`src/rtl/mvau_weight_stream.sv`:
```
// mvau_weight_stream: sweeps the weight memory num_passes times and streams each word over AXI-Stream
// A read is issued only when the 2-entry buffer can absorb it, so a stalled consumer never loses a word.
module mvau_weight_stream #(
    parameter int SIMD         = 2,
    parameter int TW           = 1,
    parameter int WMEM_DEPTH   = 4,
    parameter int WMEM_ADDR_BW = 4
) (
    input  logic                    aclk,
    input  logic                    areset,
    input  logic                    start,
    input  logic [15:0]             num_passes,
    output logic                    busy,
    output logic                    done,
    output logic [WMEM_ADDR_BW-1:0] wmem_addr,
    input  logic [SIMD*TW-1:0]      wmem_in,
    output logic [SIMD*TW-1:0]      m_axis_tdata,
    output logic                    m_axis_tvalid,
    input  logic                    m_axis_tready,
    output logic                    m_axis_tlast
);
    localparam int W = SIMD * TW;
    localparam logic [WMEM_ADDR_BW-1:0] LAST_ADDR = WMEM_ADDR_BW'(WMEM_DEPTH - 1);
    typedef enum logic [1:0] {IDLE, RUN, DRAIN} state_t;
    state_t                  r_state;
    logic [WMEM_ADDR_BW-1:0] r_addr;
    logic [15:0]             r_pass, r_num;
    logic                    r_inflight, r_inflight_last, r_busy, r_done;
    logic [W-1:0]            r_data [2];
    logic [1:0]              r_last, r_occ;
    logic                    w_pop, w_accept, w_issue, w_wrap, w_final, w_empty;
    logic [1:0]              w_occ_p;
    // Occupancy is taken after this cycle's pop so a full-rate stream has no bubbles.
    // The address is always 0 in IDLE, so the start cycle itself issues the read of word 0.
    always_comb begin
        w_pop    = m_axis_tvalid && m_axis_tready;
        w_occ_p  = r_occ - {1'b0, w_pop};
        w_accept = r_state == IDLE && start && num_passes != 16'd0;
        w_issue  = w_accept || (r_state == RUN && (w_occ_p + {1'b0, r_inflight}) < 2'd2);
        w_wrap   = r_addr == LAST_ADDR;
        w_final  = r_state == RUN && w_issue && w_wrap && r_pass == r_num - 16'd1;
        w_empty  = w_occ_p == 2'd0 && !r_inflight;
    end
    always_ff @(posedge aclk) begin
        if (areset) begin
            r_state         <= IDLE;
            r_addr          <= '0;
            r_pass          <= '0;
            r_num           <= '0;
            r_inflight      <= 1'b0;
            r_inflight_last <= 1'b0;
            r_busy          <= 1'b0;
            r_done          <= 1'b0;
            r_data[0]       <= '0;
            r_data[1]       <= '0;
            r_last          <= '0;
            r_occ           <= '0;
        end else begin
            r_done <= 1'b0;
            case (r_state)
                IDLE: if (start) begin
                    r_done <= num_passes == 16'd0;
                    if (num_passes != 16'd0) begin
                        r_state <= RUN;
                        r_busy  <= 1'b1;
                        r_num   <= num_passes;
                        r_pass  <= '0;
                    end
                end
                RUN: if (w_final) r_state <= DRAIN;
                DRAIN: if (w_empty) begin
                    r_state <= IDLE;
                    r_busy  <= 1'b0;
                    r_done  <= 1'b1;
                end
                default: r_state <= IDLE;
            endcase
            r_inflight <= w_issue;
            if (w_issue) begin
                r_inflight_last <= w_wrap;
                r_addr          <= w_wrap ? '0 : r_addr + 1'b1;
                if (w_wrap) r_pass <= r_pass + 16'd1;
            end
            if (w_pop) begin
                r_data[0] <= r_data[1];
                r_last[0] <= r_last[1];
            end
            if (r_inflight) begin
                r_data[w_occ_p[0]] <= wmem_in;
                r_last[w_occ_p[0]] <= r_inflight_last;
            end
            r_occ <= w_occ_p + {1'b0, r_inflight};
        end
    end
    assign busy          = r_busy;
    assign done          = r_done;
    assign wmem_addr     = r_addr;
    assign m_axis_tdata  = r_data[0];
    assign m_axis_tvalid = r_occ != 2'd0;
    assign m_axis_tlast  = r_last[0] && m_axis_tvalid;
endmodule

```
`config.mk`:
```
export PLATFORM = sky130hd
export DESIGN_NAME = mvau_weight_stream
export DESIGN_NICKNAME = d
export VERILOG_FILES = /design/src/rtl/mvau_weight_stream.sv
export SDC_FILE = /design/constraint.sdc
export NUM_CORES = 1
export LEC_CHECK = 0
export BUFFER_PORTS_ARGS = -buffer_cell sky130_fd_sc_hd__buf_2
export CAP_MARGIN = 20
export CELL_PAD_IN_SITES_DETAIL_PLACEMENT = 1
export CELL_PAD_IN_SITES_GLOBAL_PLACEMENT = 2
export CORE_MARGIN = 2
export CORE_UTILIZATION = 37
export DETAILED_ROUTE_END_ITERATION = 16
export PLACE_DENSITY = 0.9
export SYNTH_ARGS = -nofsm -noshare
export SYNTH_HDL_FRONTEND = slang
export SYNTH_SLANG_ARGS = --single-unit
```
`constraint.sdc`:
```
create_clock -name aclk -period 4.61 [get_ports aclk]
set_input_delay 1.1525 -clock aclk [delete_from_list [all_inputs] [get_ports aclk]]
set_output_delay 1.1525 -clock aclk [all_outputs]
set_load 0.03 [all_outputs]
```
==> metrics.md <==
| Metric | Value |
|---|---|
| Global-route wire length before repair | 12.7 mm |
| CTS tree | yes |
| Mapped Cells | 337 |
| Min cycle time layout | 3500 ps |
| Final worst path period share | 76.0% |
| Mapped Area | 2750 um2 |
| Ratio of cells with drive above 1 in the final layout | 14.2% |
| Ys Warns | 0 |
| Pre-CTS setup slack | 784 ps |
| Finished Layout Cells | 465 |
| Combinational group share of total power | 29.4% |
| Least-Margin Pin Slew | 919 ps |
| Crit-path max FO | 7 |
| Switching power | 373 uW |
| PnR Total Power | 1.10 mW |
| Clk_lat worst skew | 310 ps |
| WL final | 7.21 mm |
| Final setup violation count | 0 |
| Fill count | 922 |
| DR iter-0 viols | 113 |
| Worst vdd ir | 142 uV |
| Core area | 7210 um2 |
| Required time of the worst setup path | 4860 ps |
| Setup bufs post-CTS | 0 |
| DRC viols | 0 |
| Flops & latches, synth | 50 |
| Initial Util | 38.1% |
| Clk slew on worst S/H paths | 90 ps |
| Bufs on Longest Clock Path | 2 |
| Clk sink count | 50 |
| Clock power frac | 24.4% |
| Vias in the first global route | 2551 |
| Drt wl/cell | 15.5 um |
| Final HPWL DP | 5.43 mm |
| Max Freq | 0.285 GHz |
| Via count | 2539 |
| Worst hold slack | 488 ps |
| Synth area leader | dfxtp_1 |
| Inserted Diodes | 0 |
| Setup TNS | 0 ps |
| Setup ws final | 1110 ps |
| Avg Cell Area, Syn | 8.15 um2 |
| Number of antenna violations at the first check in global routing | 0 |
| Crit path DAT | 3750 ps |
| H-tree level count | 2 |
| Worst min-delay path class | flip-flop to flip-flop |
| Vias/cell | 5.46 |
| CP Launch Type | input pin |
| Area of the die | 8130 um2 |
| Net Sw Frac | 34.0% |
| IO Port Bufs | 31 |
| Area grow syn2layout | 12.3% |
| Routability Congestion | 0.762 |
| Rel. slew slack | 38.7% |
| Worst setup EP type | flip-flop |
| Most common cell after layout, fill and taps aside | nand2_1 |
| Die Y | 90.2 um |
| Hold Vio Cnt, Final | 0 |
| CTS resizes | 0 |
| Top cells by area, synth | dfxtp_1 (34%), nand2_1 (7.2%), a21oi_1 (6.9%) |
| WS Path Type | input pin to flip-flop |
| RSZ-0062 raised after global routing | no |
| Cts hold-fix bufs | 0 |
| Routed Antenna Nets | 0 |
| Cells after DPL | 457 |
| Sequential Power Share | 46.2% |
| Reg2Reg Setup Slack | 1350 ps |
| Fin nets | 392 |
| Num rows | 31 |
| Max-cap violations | 0 |
| Commonest cells after routing, fill and taps aside | nand2_1 (53), dfxtp_1 (46), a21oi_1 (38) |
| Clock skew | 3.71 ps |
| Area share of the largest cell type after synthesis | 33.5% |
| Largest net degree at the start of global routing | 51 |
| Die Wd | 90.2 um |
| Unique masters post-synth | 52 |
| Clock Tree Root | clkbuf_8 |
| Most frequently used flop master after synthesis | dfxtp_1 |
| Pre-antenna DRT Iters | 4 |
| Pint | 723 uW |
| Gr usage total | 18.8% |
| Number of flops mapped to enable cells by yosys | 4 |
| Syn nets | 364 |
| TritonCTS Buffers | 5 |
| GRT Residual Overflow | 0 |
| Outcome | complete, no violations |
| Slew Limit Fails | 0 |
| Leak Pwr | 1.18 nW |
| Cell Pwr Density | 355 nW/um2 |
| Sequential area share after synthesis | 37.9% |
| Post-synth ARST share | 0% |
| IO Count | 32 |
## flip-flops by register name, indices dropped and copies added (netlist names)
| signal | count |
|---|---|
| busy | 1 |
| r_inflight | 1 |
| r_num | 16 |
| done | 1 |
| r_occ | 2 |
| r_data | 4 |
| r_pass | 16 |
| r_state | 2 |
| wmem_addr | 4 |
| r_last | 2 |
| r_inflight_last | 1 |
## final timing paths
check,start,end,cells past startpoint
setup / recovery,m_axis_tready,r_pass[15],11
hold reg to reg,busy,busy,2
setup reg to reg,r_occ[1],r_pass[15],11
hold / removal,busy,busy,2
## metal layers
layer / global-route usage (%) / vias to the layer above / part of all wire (%)
met5: 0 / - / 0
met4: 5.13 / 0 / 1.2
met3: 3.44 / 7 / 2.4
met2: 31.6 / 25 / 48
met1: 24.9 / 1247 / 49
li1: - / 1260 / -
## synth_stat cells, types with 3 or more instances
cell / n
nor3_1: 9
or3_1: 7
inv_1: 9
clkbuf_1: 10
a21oi_1: 38
nand3_1: 13
xnor2_1: 11
nor2_1: 27
mux2i_1: 3
nand3b_1: 3
o31ai_1: 5
dfxtp_1: 46
xor2_1: 14
and3_1: 5
o21ai_0: 8
edfxtp_1: 4
nor4_1: 5
ha_1: 5
nand2_1: 53
nand4_1: 8
and2_1: 8
o21ai_1: 4
## worst max-delay path, cell delays in order
cell	delay, ps
buf_2	90
and2_1	190
ha_1	390
inv_1	100
ha_1	220
xnor3_1	420
and3_1	210
a21o_1	270
nand4_1	220
or3_1	350
a21oi_1	130
## through the flow
step           util [%]  cell area [um2]
2_1_floorplan         -             2750
3_3_place_gp       41.5             2990
3_5_place_dp       41.5             2990
4_1_cts            42.8             3080
5_1_grt            42.8             3080
6_report           42.8             3080
## power by group through the flow
stage | registers (mW) | logic, mW | clock network, mW
floorplan | 0.529 | 0.226 | 0
global placement | 0.515 | 0.313 | 0
detailed placement | 0.516 | 0.324 | 0
CTS | 0.506 | 0.326 | 0.281
global route | 0.512 | 0.364 | 0.298
finish | 0.506 | 0.322 | 0.268
## kinds of logic after synthesis
family,share of synthesized area (%)
muxes,1.50
adders and majority gates,2.28
DFF,37.9
and+or+nand+nor,31.4
buffers and inverters,2.96
xor gates and xnor gates,8.79
AOI/OAI and AO/OA,15.2
## final cells by class
class / count / area, um2 / area share (%)
Clock inverter: 1 / 5.00 / 0.162
Inverter: 9 / 33.8 / 1.10
Tap cell: 99 / 124 / 4.02
Timing Repair Buffer: 33 / 170 / 5.52
Sequential cell: 50 / 1040 / 33.8
Multi-Input combinational cell: 266 / 1620 / 52.7
Clock buffer: 7 / 86.3 / 2.80
(Power assumes the default switching activity.)
